**src/rtl/rv_target_fifo.sv**
```systemverilog
// Receive FIFO for the target BFM: power-of-two depth, head visible combinationally,
// push accepted while full only when a pop frees the head slot on the same edge.
module rv_target_fifo #(
    parameter int WIDTH = 32,
    parameter int DEPTH = 4
) (
    input  logic                   clock,
    input  logic                   reset,
    input  logic                   push_i,
    input  logic [WIDTH-1:0]       wr_dat_i,
    input  logic                   pop_i,
    output logic [WIDTH-1:0]       rd_dat_o,
    output logic                   full_o,
    output logic                   empty_o,
    output logic [$clog2(DEPTH):0] count_o
);

    localparam int PTR_W = $clog2(DEPTH);
    localparam int CNT_W = PTR_W + 1;
    localparam logic [CNT_W-1:0] DEPTH_C = CNT_W'(DEPTH);

    logic [WIDTH-1:0] mem_q [DEPTH];
    logic [PTR_W-1:0] wr_ptr_q;
    logic [PTR_W-1:0] rd_ptr_q;
    logic [CNT_W-1:0] count_q;
    logic             do_push;
    logic             do_pop;

    assign full_o   = (count_q == DEPTH_C);
    assign empty_o  = (count_q == '0);
    assign do_pop   = pop_i & ~empty_o;
    assign do_push  = push_i & (~full_o | do_pop);
    assign rd_dat_o = mem_q[rd_ptr_q];
    assign count_o  = count_q;

    // NOTE: storage is deliberately not reset; occupancy and pointers define validity.
    always_ff @(posedge clock) begin
        if (do_push) begin
            mem_q[wr_ptr_q] <= wr_dat_i;
        end
    end

    always_ff @(posedge clock) begin
        if (reset) begin
            wr_ptr_q <= '0;
            rd_ptr_q <= '0;
            count_q  <= '0;
        end else begin
            if (do_push) begin
                wr_ptr_q <= wr_ptr_q + PTR_W'(1);
            end
            if (do_pop) begin
                rd_ptr_q <= rd_ptr_q + PTR_W'(1);
            end
            case ({do_push, do_pop})
                2'b10:   count_q <= count_q + CNT_W'(1);
                2'b01:   count_q <= count_q - CNT_W'(1);
                default: count_q <= count_q;
            endcase
        end
    end

endmodule

```
**config.mk**
```make
export PLATFORM = sky130hd
export DESIGN_NAME = rv_target_fifo
export DESIGN_NICKNAME = d
export VERILOG_FILES = /design/src/rtl/rv_target_fifo.sv
export SDC_FILE = /design/constraint.sdc
export NUM_CORES = 1
export LEC_CHECK = 0
export ABC_AREA = 1
export BUFFER_PORTS_ARGS = -buffer_cell sky130_fd_sc_hd__buf_2
export CORE_MARGIN = 1.5
export CORE_UTILIZATION = 51
export DETAILED_ROUTE_END_ITERATION = 10
export GPL_TIMING_DRIVEN = 0
export PLACE_DENSITY = 0.75
export REMOVE_ABC_BUFFERS = 1
export SYNTH_ARGS = -nofsm -noshare
export SYNTH_HDL_FRONTEND = slang
export SYNTH_SLANG_ARGS = --single-unit
```
**constraint.sdc**
```tcl
create_clock -name clock -period 2.3 [get_ports clock]
set_input_delay 0.345 -clock clock [delete_from_list [all_inputs] [get_ports clock]]
set_output_delay 0.345 -clock clock [all_outputs]
set_load 0.005 [all_outputs]
```
==> impl_metrics.py, run 1 <==
metrics = {
    "outcome": {
        "outcome": "completed",
    },
    "sta": {
        "final.min_clock_period_ps": 2170,
        "hold_viol_final": 0,
        "holdWs_ps": 38.4,
        "fin_tns_setup_ps": 0,
        "min_period_over_period": 0.945,
        "fin_worst_skew_ps": 6.26,
        "setup_slack_ps": 125,
        "report.final.slew_viol_count": 0,
        "finalSetupViolCount": 0,
        "relSlewSlack": 0.623,
        "tightest_slew_ps": 564,
        "max_freq_mhz": 460,
        "rsz0062_at_grt": "no",
    },
    "floorplan": {
        "core-area_sq_um": 9820,
        "row_count": 36,
        "ioPinCount": 73,
        "die_y_um": 104,
        "initial_core_util": 0.530,
        "dieArea_sq_um": 10800,
        "fp.dieW_um": 104,
    },
    "synth": {
        "synthTopCellsByCount": "128 x edfxtp_1, 70 x nor2_1, 64 x o21ai_0",
        "syn-instance-count": 373,
        "synth.top_cell.area_share": 0.739,
        "ys_top_cells_by_area": "edfxtp_1 74%, o21ai_0 6.2%, nor2_1 5.1%, o22ai_1 3.8%, dfxtp_1 3.5%",
        "synth_edf_count": 128,
        "syn_avg_cell_area_sq_um": 13.9,
        "synth_seq_cells": 137,
        "async_flop_share": 0,
        "syn_area_sq_um": 5200,
        "ys_seq_area_frac": 0.774,
        "ys.flop_type": "edfxtp_1",
        "yosysTopAreaCell": "edfxtp_1",
        "ys_warn_count": 0,
        "yosysUniqueCellTypes": 23,
        "yosysMostFrequentCell": "edfxtp_1",
    },
    "grt": {
        "grt_pass1_vias": 3272,
        "gr-total-overflow": 0,
        "grt_max_degree": 65,
        "grt_usage": 0.206,
        "grt_pass1_wl_um": 16600,
        "antenna_found_initial": 0,
    },
    "worst_setup_path": {
        "start_kind": "flop",
        "slowest_stage": "dfxtp_4",
        "crit_required_ps": 1960,
        "slowest_delay_ps": 370,
        "cp-end-kind": "primary output",
        "rr_endpoint": "mem_q[3][27]",
        "path_class": "flop to primary output",
        "cp_num_buf_inv": 3,
        "crit_family": "buffers and inverters",
        "path_cells": "buf_12, inv_16, o21ai_0, o22ai_1, buf_2",
        "critPathArrivalTime_ps": 1830,
        "critPathMaxFanout": 64,
        "reg2reg_from": "count_o[1]",
        "cp.depth": 5,
        "rrSetupSlack_ps": 540,
        "rr_worst_depth": 5,
    },
    "detailed_routing": {
        "routed_wl_um": 10800,
        "wl_per_cell_um": 17.8,
        "vias_per_cell": 5.46,
        "drt_pass1_iterations": 4,
        "vias": 3310,
        "post-route-drc-count": 0,
        "final_antenna_net_count": 0,
        "drtIter0Drc": 163,
    },
    "power": {
        "p_leak_nw": 2.36,
        "ir_worst_vdd_v": 0.000584,
        "cellPowerDensity_nw_per_um2": 1030,
    },
    "clock_network": {
        "cts-buffers-inserted": 17,
        "cts_sinks": 137,
        "clk_pin_slew_ps": 60,
        "cts_tree": "done",
        "cts-root-buf": "clkbuf_8",
        "worstSkewPairLatency_ps": 520,
        "ctsHtreeMaxLevel": 4,
        "cts_buffer_depth": 2,
    },
    "min_path": {
        "hold_end": "mem_q[3][19]",
        "worstHoldStart": "wr_dat_i[19]",
        "hp-class": "primary input to flop",
        "min_path_cells": 1,
    },
    "cells_and_area": {
        "n_fill_cell": 728,
        "fin_nets": 501,
        "multi_input_area_sq_um": 1040,
        "fin_cells": 606,
        "drive_gt1_frac": 0.273,
        "seq_area_sq_um": 4030,
        "areaGrowthSynthToFinish_pct": 25.0,
    },
    "place": {
        "routabilityCongestion": 0.701,
        "post-place-ws_ps": -622,
        "hpwlAfterDp_um": 5840,
        "portBuffers": 72,
        "dpl.cell_count": 564,
    },
    "run": {
        "drv_cap": 0,
    },
}
-- report_power, final --
group          switching (W)  internal, W
registers          0.0000691      0.00289
logic               0.000660     0.000408
clock network       0.000952      0.00174
-- placed cells by master (no fill, tap or decap), drive strengths merged --
cell type,netlist,layout
a21boi,1,1
a21oi,7,7
buf,11,85
bufinv,0,4
clkbuf,8,18
clkinv,0,6
clkinvlp,0,5
dfxtp,9,9
diode,0,1
dlygate4sd3,0,1
edfxtp,128,128
fa,1,1
ha,4,4
inv,18,17
nand2,7,7
nand3,4,4
nand4,2,2
nor2,71,71
o21ai,70,70
o22ai,32,32
-- stage by stage --
| stage | total power [W] | util | area (sq um) |
|---|---|---|---|
| global placement | 0.00392 | 0.574 | 5630 |
| detailed placement | 0.00400 | 0.589 | 5790 |
| floorplan | 0.00352 | - | 5110 |
| global route | 0.00700 | 0.662 | 6500 |
| CTS | 0.00672 | 0.658 | 6460 |
| finish | 0.00673 | 0.662 | 6500 |
-- per-layer routing --
metal,wire (um),track usage
met5,0,0
met2,5310,0.324
met4,89,0.0754
met3,699,0.0752
met1,4700,0.264
-- state kept, by name (all words and copies together) (netlist names), named ones only --
signal	flops
mem_q	128
count_o	3
rd_ptr_q	2
wr_ptr_q	2
-- how the worst max path moves through the flow --
stage | from | endpoint | slack (ps)
6_report | flop | rd_dat_o[11] | 130
3_5_place_dp | flop | rd_dat_o[20] | -620
2_1_floorplan | flop | rd_dat_o[0] | -220
3_3_place_gp | flop | rd_dat_o[11] | -1560
5_1_grt | flop | rd_dat_o[20] | 30
4_1_cts | flop | rd_dat_o[11] | 40
-- cells by family (layout without fill, tap and decap cells) --
group           after synthesis  in the layout  share of synthesized area
buf+inv                      37            136                     0.0310
other cells                   0              1                          0
fa+ha+maj                     5              5                     0.0135
flops                       137            137                      0.774
simple gates                 84             84                     0.0654
compound gates              110            110                      0.116
-- what timing repair did --
action	4_1_cts	5_1_grt
pin swaps	0	0
resized for setup	9	1
hold endpoints to repair	1	0
buffers inserted	4	4
cloned	1	0
hold buffers	1	0
endpoints found under the setup margin	32	10
-- area by class of cell --
type | count | share of cell area
Antenna cell | 1 | 0.000385
Clock buffer | 18 | 0.0643
Clock inverter | 13 | 0.0275
Inverter | 18 | 0.0135
Multi-Input combinational cell | 199 | 0.161
Sequential cell | 137 | 0.620
Tap cell | 133 | 0.0256
Timing Repair Buffer | 86 | 0.0868
Timing Repair inverter | 1 | 0.00115
Note: power is estimated with default switching activity, not from simulation.
==> run 2, diff against run 1 <==
--- a/config.mk
+++ b/config.mk
@@ -11,6 +11,7 @@
 export CORE_UTILIZATION = 51
 export DETAILED_ROUTE_END_ITERATION = 10
 export GPL_TIMING_DRIVEN = 0
+export HOLD_SLACK_MARGIN = 0.15
 export PLACE_DENSITY = 0.75
 export REMOVE_ABC_BUFFERS = 1
 export SYNTH_ARGS = -nofsm -noshare
==> run 2 against run 1 <==
Effect of this change: non-clock buffer count grew 32; sequential power is essentially flat; sequential share of layout area shrank 2.9 points; hold slack gained 200 ps; core utilization grew 3.2 points; setup slack gained 4.4 ps; largest power group unchanged; global-route usage grew 0.68 points; power grew 0.76%; final cell count grew 5.1%; maximum frequency grew 0.20%.
==> impl_metrics.py, run 2 (synthesized netlist as in run 1, its figures left out) <==
metrics = {
    "sta": {
        "rsz0062_at_grt": "no",
        "fin_worst_skew_ps": 6.04,
        "relSlewSlack": 0.632,
        "max_freq_mhz": 461,
        "finalSetupViolCount": 0,
        "report.final.slew_viol_count": 0,
        "hold_viol_final": 0,
        "holdWs_ps": 242,
        "tightest_slew_ps": 550,
        "final.min_clock_period_ps": 2170,
        "min_period_over_period": 0.944,
    },
    "grt": {
        "grt_pass1_wl_um": 17200,
        "grt_pass1_vias": 3396,
        "grt_max_degree": 65,
        "gr-total-overflow": 0,
        "grt_usage": 0.213,
        "antenna_found_initial": 0,
    },
    "cells_and_area": {
        "final_common_cell": "edfxtp_1",
        "n_fill_cell": 702,
        "largest_reg_flops": 128,
        "top_register": "mem_q",
        "final_cell_mix": "128 x edfxtp_1, 72 x buf_2, 66 x nor2_1",
        "seq_area_sq_um": 4030,
        "drive_gt1_frac": 0.256,
        "fin_util": 0.694,
        "diodes": 0,
        "multi_input_area_sq_um": 1040,
        "areaGrowthSynthToFinish_pct": 31.1,
        "fin_nets": 533,
    },
    "clock_network": {
        "worstSkewPairLatency_ps": 520,
        "cts_buffer_depth": 2,
        "cts-root-buf": "clkbuf_8",
        "cts_sinks": 137,
        "cts-buffers-inserted": 17,
        "clk_pin_slew_ps": 60,
        "cts_tree": "done",
        "ctsHtreeMaxLevel": 4,
    },
    "floorplan": {
        "fp.dieW_um": 104,
        "ioPinCount": 73,
        "dieArea_sq_um": 10800,
        "die_y_um": 104,
        "row_count": 36,
        "initial_core_util": 0.530,
        "core-area_sq_um": 9820,
    },
    "place": {
        "hpwlAfterDp_um": 5840,
        "routabilityCongestion": 0.701,
        "portBuffers": 72,
    },
    "detailed_routing": {
        "post-route-drc-count": 0,
        "drt_pass1_iterations": 4,
        "final_antenna_net_count": 0,
        "drtIter0Drc": 225,
        "vias": 3438,
        "vias_per_cell": 5.40,
        "wl_per_cell_um": 17.6,
        "routed_wl_um": 11200,
    },
    "worst_setup_path": {
        "path_cells": "buf_12, inv_16, o21ai_0, o22ai_1, buf_2",
        "slowest_delay_ps": 370,
        "crit_required_ps": 1960,
        "start_kind": "flop",
        "cp_num_buf_inv": 3,
        "critPathMaxFanout": 64,
        "crit_family": "buffers and inverters",
        "path_class": "flop to primary output",
        "critPathArrivalTime_ps": 1830,
        "slowest_stage": "dfxtp_4",
        "cp-end-kind": "primary output",
    },
    "min_path": {
        "hp-class": "primary input to flop",
    },
    "outcome": {
        "outcome": "completed",
    },
    "power": {
        "cellPowerDensity_nw_per_um2": 994,
        "p_total_w": 0.00678,
        "ir_worst_vdd_v": 0.000585,
        "p_leak_nw": 2.49,
    },
    "run": {
        "drv_cap": 0,
    },
}
## run 2: cell type report
type	count	area share
Tap cell	133	0.0244
Inverter	18	0.0128
Timing Repair inverter	1	0.00110
Clock inverter	13	0.0262
Sequential cell	137	0.591
Multi-Input combinational cell	199	0.153
Timing Repair Buffer	118	0.130
Clock buffer	18	0.0613
## run 2: through the flow
stage               cells  TNS (ps)  cell area, sq um  worst slack [ps]
floorplan             354    -21500              5110              -224
global placement      559   -197350              5630             -1560
detailed placement    564    -18080              5790              -622
CTS                   633         0              6780              42.7
global route          637         0              6820              32.7
finish                637         0              6820               130
## run 2: worst register-to-register path: cells and delay by family (launching register included)
| kind | cells | cell delay [ps] |
|---|---|---|
| flops | 1 | 390 |
| buf+inv | 1 | 240 |
| compound gates | 1 | 150 |
| simple gates | 3 | 670 |
## run 2: report_power, final
part,switching [W],internal [W]
clock,0.000955,0.00174
sequential,0.0000705,0.00289
combinational,0.000670,0.000444
total,0.00170,0.00508
## run 2: timing repair
action,CTS,global route
gates cloned,1,0
gates resized for setup,9,1
setup endpoints to repair,32,10
endpoints found under the hold margin,129,0
hold buffers,33,0
setup buffers,4,4
## run 2: final timing paths
kind | slack, ps | startpoint | to | cells past startpoint
worst max-delay path | 130 | flop | rd_dat_o[11] | 5
worst min-delay path | 240 | push_i | count_o[0] | 4
worst max register to register | 540 | count_o[1] | mem_q[3][26] | 5
worst min register to register | 480 | rd_ptr_q[1] | flop | 2
## run 2: per-layer routing
layer	part of all wire	up-vias	wire length, um	global-route usage
met3	0.078	11	870	0.0708
met5	0	-	0	0
met2	0.49	135	5500	0.343
li1	-	1623	-	-
met4	0.0086	0	97	0.0754
met1	0.42	1669	4740	0.270
==> run 3, diff against run 2 <==
--- a/config.mk
+++ b/config.mk
@@ -7,6 +7,7 @@
 export LEC_CHECK = 0
 export ABC_AREA = 1
 export BUFFER_PORTS_ARGS = -buffer_cell sky130_fd_sc_hd__buf_2
+export CORE_ASPECT_RATIO = 0.7
 export CORE_MARGIN = 1.5
 export CORE_UTILIZATION = 51
 export DETAILED_ROUTE_END_ITERATION = 10
==> run 3 against run 2 <==
Effect of this change: non-clock buffer count is 17 lower; power decreased by 3.8%; wire length fell by 6.4%; maximum frequency fell by 0.39%; register-to-register slack improved by 40 ps; sequential power hardly changed; final area down 3.3%; critical path depth grew 1; die area barely moved; count of clock-buffer cells in the layout grew 12; largest power group unchanged.
==> impl_metrics.py, run 3 (synthesized netlist as in run 1, its figures left out) <==
metrics = {
    "grt": {
        "gr-total-overflow": 0,
        "grt_pass1_vias": 3235,
        "grt_usage": 0.207,
        "grt_max_degree": 65,
        "antenna_found_initial": 1,
        "grt_pass1_wl_um": 15900,
    },
    "run": {
        "drv_cap": 0,
    },
    "detailed_routing": {
        "drtIter0Drc": 218,
        "vias": 3358,
        "vias_per_cell": 5.45,
        "routed_wl_um": 10500,
        "post-route-drc-count": 0,
        "final_antenna_net_count": 0,
        "drt_pass1_iterations": 4,
        "wl_per_cell_um": 17.1,
    },
    "worst_setup_path": {
        "rr_worst_depth": 5,
        "reg2reg_from": "count_o[1]",
        "rrSetupSlack_ps": 580,
        "critPathArrivalTime_ps": 1830,
        "critPathMaxFanout": 34,
        "start_kind": "flop",
        "crit_required_ps": 1960,
        "rr_endpoint": "mem_q[1][28]",
        "path_class": "flop to primary output",
        "endpoint": "rd_dat_o[22]",
        "cp-end-kind": "primary output",
    },
    "sta": {
        "hold_viol_final": 0,
        "fin_worst_skew_ps": 3.85,
        "rsz0062_at_grt": "no",
        "max_freq_mhz": 459,
        "tightest_slew_ps": 492,
        "finalSetupViolCount": 0,
        "min_period_over_period": 0.947,
        "fin_tns_setup_ps": 0,
        "holdWs_ps": 157,
        "report.final.slew_viol_count": 0,
        "relSlewSlack": 0.671,
        "final.min_clock_period_ps": 2180,
    },
    "floorplan": {
        "core-area_sq_um": 9800,
        "row_count": 30,
        "initial_core_util": 0.531,
        "dieArea_sq_um": 10800,
        "ioPinCount": 73,
        "fp.dieW_um": 124,
        "die_y_um": 87.5,
    },
    "clock_network": {
        "ctsHtreeMaxLevel": 4,
        "cts-root-buf": "clkbuf_16",
        "cts_buffer_depth": 2,
        "cts-buffers-inserted": 17,
        "cts_sinks": 137,
        "worstSkewPairLatency_ps": 410,
        "cts_tree": "done",
        "clk_pin_slew_ps": 50,
    },
    "cells_and_area": {
        "areaGrowthSynthToFinish_pct": 26.8,
        "final_cell_mix": "128 x edfxtp_1, 72 x buf_2, 66 x nor2_1",
        "fin_nets": 516,
        "final_common_cell": "edfxtp_1",
        "top_register": "mem_q",
        "fin_util": 0.673,
        "diodes": 0,
        "drive_gt1_frac": 0.254,
        "largest_reg_flops": 128,
        "stdcell_area_sq_um": 6600,
    },
    "place": {
        "portBuffers": 72,
        "placed_area_sq_um": 5770,
        "routabilityCongestion": 0.756,
        "hpwlAfterDp_um": 5990,
    },
    "power": {
        "p_total_w": 0.00652,
        "ir_worst_vdd_v": 0.000720,
        "cellPowerDensity_nw_per_um2": 989,
        "p_leak_nw": 2.40,
    },
    "outcome": {
        "outcome": "completed",
    },
    "min_path": {
        "hp-class": "primary input to flop",
    },
}
-- run 3: cell count changes in the layout (fill, tap and decap cells not counted), moves of 3 or more --
cell and change:
bufinv_16 -4, clkbuf_1 +4, clkbuf_8 +7, clkinvlp_4 -3
dlygate4sd3_1 -14
-- run 3: cell type report --
| cell class | instances | area [sq um] |
|---|---|---|
| Sequential cell | 137 | 4030 |
| Fill cell | 667 | 3200 |
| Multi-Input combinational cell | 199 | 1040 |
| Timing Repair Buffer | 101 | 703 |
| Clock buffer | 30 | 554 |
| Tap cell | 128 | 160 |
| Inverter | 18 | 83.8 |
| Clock inverter | 2 | 10.0 |
| Timing Repair inverter | 1 | 7.51 |
-- run 3: metrics by stage --
step / std cells / worst slack (ps)
after detailed placement: 559 / -581
after global placement: 554 / -1400
after global routing: 616 / 32.3
final: 616 / 121
after floorplan: 354 / -224
after CTS: 614 / 3.34
-- run 3: repair_timing --
| item | in CTS | in global routing |
|---|---|---|
| setup endpoints to repair | 32 | 2 |
| pin swaps | 0 | 0 |
| gates resized for setup | 8 | 4 |
| setup buffers | 5 | 0 |
| cloned | 1 | 0 |
| hold buffers | 17 | 2 |
| endpoints found under the hold margin | 59 | 8 |
-- run 3: where the power goes --
group	internal [W]	switching, W	leakage [nW]
Sequential	0.00290	0.0000943	1.25
Clock	0.00161	0.000907	0.281
Combinational	0.000403	0.000614	0.873
-- run 3: routing by layer --
metal	track usage	vias to the layer above	routed length, um
met2	0.347	121	5090
met5	0	-	0
met4	0.0784	0	170
met3	0.0707	21	766
li1	-	1594	-
met1	0.249	1622	4470
-- run 3: worst min-delay path by stage --
stage | from | to | slack [ps] | cells after the start
2_1_floorplan | reset | count_o[0] | 410 | 1
3_3_place_gp | rd_ptr_q[1] | rd_ptr_q[1] | 450 | 2
3_5_place_dp | rd_ptr_q[1] | rd_ptr_q[1] | 470 | 2
4_1_cts | wr_dat_i[10] | mem_q[2][10] | 150 | 1
5_1_grt | wr_dat_i[24] | mem_q[0][24] | 150 | 1
6_report | wr_dat_i[10] | mem_q[2][10] | 160 | 1
-- run 3: critical path: stages (launching register included) --
cell	delay, ps
dfxtp_4	600
clkinvlp_4	170
buf_4	200
buf_4	150
o21ai_0	70
o22ai_1	90
buf_2	130
